**config.mk**
```make
export PLATFORM = sky130hd
export DESIGN_NAME = serial_add_ctrl
export DESIGN_NICKNAME = d
export VERILOG_FILES = /design/src/rtl/serial_add_ctrl.sv
export SDC_FILE = /design/constraint.sdc
export NUM_CORES = 1
export LEC_CHECK = 0
export BUFFER_PORTS_ARGS = -buffer_cell sky130_fd_sc_hd__buf_2
export CAP_MARGIN = 10
export CORE_AREA = 4 4 71 60
export DETAILED_ROUTE_END_ITERATION = 8
export DIE_AREA = 0 0 75 64
export PLACE_DENSITY = 0.72
export SETUP_SLACK_MARGIN = 0.05
export SLEW_MARGIN = 5
export SYNTH_ARGS = -nofsm -noshare
export SYNTH_HDL_FRONTEND = slang
export SYNTH_SLANG_ARGS = --single-unit
export TNS_END_PERCENT = 10
```
**constraint.sdc**
```tcl
create_clock -name clk -period 1.15 [get_ports clk]
set_input_delay 0.115 -clock clk [delete_from_list [all_inputs] [get_ports clk]]
set_output_delay 0.115 -clock clk [all_outputs]
set_load 0.02 [all_outputs]
```
**src/rtl/serial_add_ctrl.sv**
```systemverilog
// Bit-serial adder controller: one full-adder stage reused LSB-first over WIDTH
// cycles, with start/busy/done handshake and registered sum, carry-out and overflow.
//
//   state  | meaning
//   -------+-----------------------------------------------------------
//   S_IDLE | waiting for start; result registers hold the last result
//   S_RUN  | one operand bit per cycle through the full adder, LSB first
//   S_DONE | one-cycle done pulse; start here chains straight into S_RUN
module serial_add_ctrl #(
   parameter int WIDTH = 8,
   parameter int CW    = 4
) (
   input  logic             clk,
   input  logic             rst,
   input  logic             start,
   input  logic [WIDTH-1:0] a_in,
   input  logic [WIDTH-1:0] b_in,
   input  logic             cin,
   output logic             busy,
   output logic             done,
   output logic [WIDTH-1:0] sum,
   output logic             cout,
   output logic             ovf
);

   typedef enum logic [1:0] {
      S_IDLE = 2'd0,
      S_RUN  = 2'd1,
      S_DONE = 2'd2
   } state_t;

   localparam logic [CW-1:0] CNT_LAST = CW'(WIDTH - 1);

   state_t           state_q, state_d;
   logic [WIDTH-1:0] opa_q, opa_d;
   logic [WIDTH-1:0] opb_q, opb_d;
   logic [WIDTH-1:0] acc_q, acc_d;
   logic [CW-1:0]    cnt_q, cnt_d;
   logic             carry_q, carry_d;
   logic [WIDTH-1:0] sum_q, sum_d;
   logic             cout_q, cout_d;
   logic             ovf_q, ovf_d;

   logic fa_a, fa_b, fa_su, fa_ca;

   assign fa_a  = opa_q[0];
   assign fa_b  = opb_q[0];
   assign fa_su = fa_a ^ fa_b ^ carry_q;
   assign fa_ca = (fa_a & fa_b) | (fa_a & carry_q) | (fa_b & carry_q);

   always_comb begin
      state_d = state_q;
      opa_d   = opa_q;
      opb_d   = opb_q;
      acc_d   = acc_q;
      cnt_d   = cnt_q;
      carry_d = carry_q;
      sum_d   = sum_q;
      cout_d  = cout_q;
      ovf_d   = ovf_q;

      case (state_q)
         S_IDLE, S_DONE: begin
            if (start) begin
               opa_d   = a_in;
               opb_d   = b_in;
               carry_d = cin;
               cnt_d   = '0;
               acc_d   = '0;
               state_d = S_RUN;
            end else begin
               state_d = S_IDLE;
            end
         end

         S_RUN: begin
            acc_d   = {fa_su, acc_q[WIDTH-1:1]};
            opa_d   = {1'b0, opa_q[WIDTH-1:1]};
            opb_d   = {1'b0, opb_q[WIDTH-1:1]};
            carry_d = fa_ca;
            if (cnt_q == CNT_LAST) begin
               // carry_q is the carry into the MSB on this step
               sum_d   = {fa_su, acc_q[WIDTH-1:1]};
               cout_d  = fa_ca;
               ovf_d   = carry_q ^ fa_ca;
               state_d = S_DONE;
            end else begin
               cnt_d = cnt_q + 1'b1;
            end
         end

         default: state_d = S_IDLE;
      endcase
   end

   always_ff @(posedge clk) begin
      if (rst) begin
         state_q <= S_IDLE;
         opa_q   <= '0;
         opb_q   <= '0;
         acc_q   <= '0;
         cnt_q   <= '0;
         carry_q <= 1'b0;
         sum_q   <= '0;
         cout_q  <= 1'b0;
         ovf_q   <= 1'b0;
      end else begin
         state_q <= state_d;
         opa_q   <= opa_d;
         opb_q   <= opb_d;
         acc_q   <= acc_d;
         cnt_q   <= cnt_d;
         carry_q <= carry_d;
         sum_q   <= sum_d;
         cout_q  <= cout_d;
         ovf_q   <= ovf_d;
      end
   end

   assign busy = (state_q == S_RUN);
   assign done = (state_q == S_DONE);
   assign sum  = sum_q;
   assign cout = cout_q;
   assign ovf  = ovf_q;

endmodule

```
# Yosys cells after proc, flatten, opt, wreduce, memory -nomap -nowiden
# Index checks and enable logic that the tools add are counted.
[word_totals]
elab_cells = 44
out_inout_bits = 12
ff_bits = 41
[classes]
n_reduce_logical = 6
n_eq_ne = 6
n_bitwise = 8
mux = 14
n_addsub = 1
[ops]
columns = ["op", "count"]
rows = [
  ["8-bit case mux with 2 select lines", 3],
  ["8-bit two-way mux", 3],
  ["4-bit two-way mux", 2],
  ["4-bit case mux with 2 select lines", 1],
  ["4-bit by 1-bit adder with 4-bit output, second input constant", 1],
  ["4-bit by 3-bit == test with 1-bit output, second input constant", 1],
  ["2-bit != test, second input constant", 2],
  ["2-bit case mux with 2 select lines", 1],
  ["2-bit AND reduction", 2],
  ["1-bit bitwise AND", 3],
  ["3-bit AND reduction", 1],
  ["1-bit XOR", 3],
  ["2-bit by 1-bit == test with 1-bit output, second input constant", 1],
  ["2-bit == test, second input constant", 1],
  ["2-bit zero test", 1],
  ["1-bit two-way mux", 2],
  ["2-bit two-way mux", 1],
  ["2-bit by 1-bit != test with 1-bit output, second input constant", 1],
  ["1-bit OR", 2],
  ["1-bit case mux with 2 select lines", 1],
  ["2-bit nonzero test", 1],
  ["2-bit OR reduction", 1],
]

# Logic depth before layout (Yosys ltp)
[depth]
depth_word = 4
mapped_depth = 6
depth_no_buf = 4

# Worst setup path before layout
# No wires, ideal clock.
[synth_timing]
path_kind = "register to register"
start = "register cnt_q[0]"
end = "register cnt_q[0]"
t_required_ns = 1.080
t_arrival_ns = 1.164
path_stages_with_launch = 5
setup_time_ns = 0.070
path_slack_ns = -0.085
path_buffers = 0
cell_sequence = "dfxtp_1 -> ha_1 -> and3b_1 -> or3_1 -> a21oi_1"
[synth_via]
elab_chain_len = 3
word_cells_on_any_way = 6
cone_classes = "add/sub: 1; eq/ne: 2; mux: 2; reduce/logical: 1"
[synth_rtl]
columns = ["element", "line", "text"]
rows = [
  ["start, declared", "38", "logic [CW-1:0] cnt_q, cnt_d;"],
  ["start signal, assigned", "112", "cnt_q <= cnt_d;"],
  ["4-bit by 1-bit adder with 4-bit output or 4-bit by 3-bit == test with 1-bit output (tied branches)", "88, 81", ""],
  ["4-bit two-way mux or 2-bit != test (tied branches)", "-", ""],
  ["4-bit case mux with 2 select lines or 3-bit AND reduction (tied branches)", "-", ""],
]
# Parallel ways exist; a longest one is shown, timed or not. The select of a mux whose other input is x is not followed.
# A chain may end at the register's enable or synchronous reset.

# Final worst setup path
[layout_timing]
start = "register cnt_q[1]"
end = "register cnt_q[0]"
[layout_via]
elab_chain_len = 3
[layout_rtl]
columns = ["element", "line", "text"]
rows = [
  ["4-bit by 3-bit == test with 1-bit output", "81", "if (cnt_q == CNT_LAST) begin"],
  ["2-bit != test (no source line)", "-", ""],
  ["3-bit AND reduction (no source line)", "-", ""],
]
# Every way passes these cells.

==> results.cfg <==
[timing]
maxClockFrequency_mhz = 791
post-route-worst-setup-slack_ns = -0.114
unrepaired_setup_endpoints_after_global_routing = yes
final-hold-violation-count = 0
slew_headroom_pct = 74.9
finClkSkew_ns = 0.00359
tightestPinTransition_ns = 0.377
whs_ns = 0.0617
period_share_pct = 110
slew_viol_final = 0
finalSetupViolations = 15
layout_min_cycle_time_ns = 1.26

[layout]
drive_gt1_share_pct = 32.9
final_area_um2 = 2210
final_cells = 296
antennaDiodeCount = 0
final_nets = 274
flow.area_growth_from_synthesis_pct = 33.5

[yosys]
post_synth_num_cell_types = 27
share_of_synthesized_flip_flops_with_an_asynchronous_set_or_reset_pct = 0
seq_area_frac_synth_pct = 48.3
synth-edff-count = 0
postSynthCellCount = 203
syn_area_per_cell_um2 = 8.16
netlist_area_um2 = 1660
synthesis.yosys.warnings = 0
count_of_state_elements_after_synthesis = 40
ys.flop_type = sky130_fd_sc_hd__dfxtp_1
syn-num-nets = 225

[floorplanning]
initial_utilization_pct = 45.7
fp.dieH_um = 64
die_area_um2 = 4800
rows = 20
design.core.area_um2 = 3630
chip_width_um = 75
io_pins = 32

[clock_network]
cts_max_path_buffers = 2
clock_buffer_count_from_cts = 5
cts_max_level = 2
path_clk_slew_ns = 0.07
clk-insertion-delay-late_ns = 0.29
clock_tree_sinks = 40
cts_hold_buffers = 0
tritoncts = done
cts-root-buf = sky130_fd_sc_hd__clkbuf_8

[pwr]
static-leakage-power_nw = 0.898
power.density_cell_area_nw_per_um2 = 1280
irDropWorstVdd_mv = 0.673

[place]
dpl.cell_count = 284
detailed_place_hpwl_um = 2570
port_buffers = 31
placed_cell_area_um2 = 1980
place_congestion = 0.778

[setup_path]
reg2reg_slack_ns = -0.11
critPathTopFamily = simple AND/OR/NAND/NOR gates
crit_chain = ha_4 -> and3b_2 -> or3_1 -> a21oi_2
cp.depth = 4
worst_ep_arrival_ns = 1.49
critical_path.startpoint_type = flop
worst-endpoint-required_ns = 1.37
r2r-end = cnt_q[0]
worst-setup-path-type = reg2reg
critical_path.reg2reg.startpoint = cnt_q[1]
cp_slowest_stage_delay_ns = 0.34
worst_path_max_delay_cell = sky130_fd_sc_hd__dfxtp_2
worstRegToRegCells = 4
critPathLaunch = cnt_q[1]
crit_path_max_fanout = 8
cp_endpoint_kind = flop
cp.buffers_inverters = 0

[run_status]
status = finished with violations
violations = setup timing

[flow_run]
maxCapViolations = 0

[grt]
grt_first_pass_wirelength_um = 6370
number_of_antenna_violations_at_the_first_check_in_global_routing = 0
groute.usage.overall_pct = 17.3
grt_pass1_vias = 1446
use_met3_pct = 4.56
gr-usage-met2_pct = 26.0
globalRouteMet1Util_pct = 23.7
grt_start_max_net_pins = 26
grt_most_used_layer = met2
globalRoute.totalOverflow = 0

[min_path]
hold_path.startpoint = b_in[7]
worst_hold_path_type = in2reg
hold-path-cell-count = 3
timing.hold.worst_endpoint = opb_q[7]

[drt]
firstDrtPassIters = 4
vias = 1547
drc = 0
final_antenna_net_count = 0
detail_route.iter0.violations = 133
detail_route.wl_per_cell_um = 13.2
drt-total-wl_um = 3900
vias_per_inst = 5.23
[area by class of cell]
cell class / count / area (µm²)
inverters: 2 / 12.5
well taps: 44 / 55.1
repair buffers: 61 / 463
fillers: 310 / 1420
clock buffers: 6 / 72.6
multi-input cells: 142 / 797
clock inverters: 1 / 5.00
flip-flops and latches: 40 / 807
[cell families (layout without fill, tap and decap cells)]
| family | after synthesis | count (layout) | synth area share [%] |
|---|---|---|---|
| AO/OA/AOI/OAI | 70 | 70 | 23.9 |
| AND/OR/NAND/NOR | 69 | 69 | 18.5 |
| flip-flops | 40 | 40 | 48.3 |
| buffers and inverters | 21 | 70 | 6.72 |
| adder cells (fa/ha/maj) | 2 | 2 | 1.96 |
| XOR/XNOR | 1 | 1 | 0.529 |
[power by group]
group | total, mW | switching [mW] | leakage, nW | internal (mW)
Clock | 0.859 | 0.447 | 0.0410 | 0.412
Sequential | 1.49 | 0.0408 | 0.328 | 1.45
Combinational | 0.472 | 0.240 | 0.529 | 0.232
Total | 2.83 | 0.728 | 0.898 | 2.10
[metal layers]
layer / share of wire, % / wire length (µm)
met1: 49 / 1920
met2: 44 / 1730
met3: 5.3 / 207
met4: 1.3 / 51
met5: 0 / 0
[what timing repair did]
| action | 4_1_cts | 5_1_grt |
|---|---|---|
| resized for setup | 22 | 23 |
| endpoints found under the hold margin | 0 | 0 |
| gates cloned | 1 | 0 |
| buffers inserted | 3 | 1 |
| pin swaps | 4 | 12 |
| endpoints found under the setup margin | 40 | 40 |
[worst max path at each step]
stage,slack [ns],end
after floorplan,-0.03,cnt_q[0]
after global placement,-0.05,cnt_q[0]
after detailed placement,-0.07,cnt_q[0]
after CTS,-0.09,cnt_q[0]
after global routing,-0.14,cnt_q[0]
final,-0.11,cnt_q[0]
[layout by cell type (no fill, tap or decap), types with 2 or more instances in the layout]
cell	n
sky130_fd_sc_hd__buf_4	17
sky130_fd_sc_hd__a21oi_1	23
sky130_fd_sc_hd__nand2_1	37
sky130_fd_sc_hd__a31oi_1	14
sky130_fd_sc_hd__nor2_1	2
sky130_fd_sc_hd__a311oi_1	2
sky130_fd_sc_hd__nand2_2	2
sky130_fd_sc_hd__o21ai_0	12
sky130_fd_sc_hd__nand2b_4	2
sky130_fd_sc_hd__dfxtp_2	5
sky130_fd_sc_hd__nand3_1	19
sky130_fd_sc_hd__buf_12	2
sky130_fd_sc_hd__buf_6	12
sky130_fd_sc_hd__o211ai_1	3
sky130_fd_sc_hd__clkbuf_8	5
sky130_fd_sc_hd__o21ai_1	12
sky130_fd_sc_hd__dfxtp_1	35
sky130_fd_sc_hd__buf_2	29
[cells in the mapped netlist, types with 2 or more instances]
cell type	number	share of area, %
sky130_fd_sc_hd__buf_4	4	1.8
sky130_fd_sc_hd__nor2b_1	2	0.76
sky130_fd_sc_hd__nor2_1	2	0.45
sky130_fd_sc_hd__dfxtp_1	40	48
sky130_fd_sc_hd__buf_2	8	2.4
sky130_fd_sc_hd__a31oi_1	14	5.3
sky130_fd_sc_hd__nand3_1	20	6.0
sky130_fd_sc_hd__o21ai_0	24	7.3
sky130_fd_sc_hd__a311oi_1	2	1.1
sky130_fd_sc_hd__o211ai_1	3	1.4
sky130_fd_sc_hd__nand2b_1	2	0.76
sky130_fd_sc_hd__clkbuf_1	6	1.4
sky130_fd_sc_hd__nand2_1	39	8.8
sky130_fd_sc_hd__a21oi_1	24	7.3
[flip-flops by register name (all words and copies together) (netlist names)]
| register | count |
|---|---|
| state_q | 2 |
| carry_q | 1 |
| ovf | 1 |
| opa_q | 8 |
| cout | 1 |
| acc_q | 7 |
| cnt_q | 4 |
| opb_q | 8 |
| sum | 8 |
[worst reg2reg max path: cells and delay by family, from the launching register on]
kind,cells,cell delay (ns)
compound gates,1,0.12
flops,1,0.34
fa+ha+maj,1,0.16
simple gates,2,0.59
[metrics by stage]
stage	setup WS (ns)	power (mW)	TNS, ns	utilization (%)
floorplan	-0.0263	1.75	-0.0263	-
global placement	-0.0539	1.89	-0.127	54.6
detailed placement	-0.0717	1.90	-0.293	54.6
CTS	-0.0934	2.80	-0.376	59.3
global route	-0.139	2.93	-1.53	61.0
finish	-0.114	2.83	-0.520	61.0
Power figures use the tool's default switching activity.
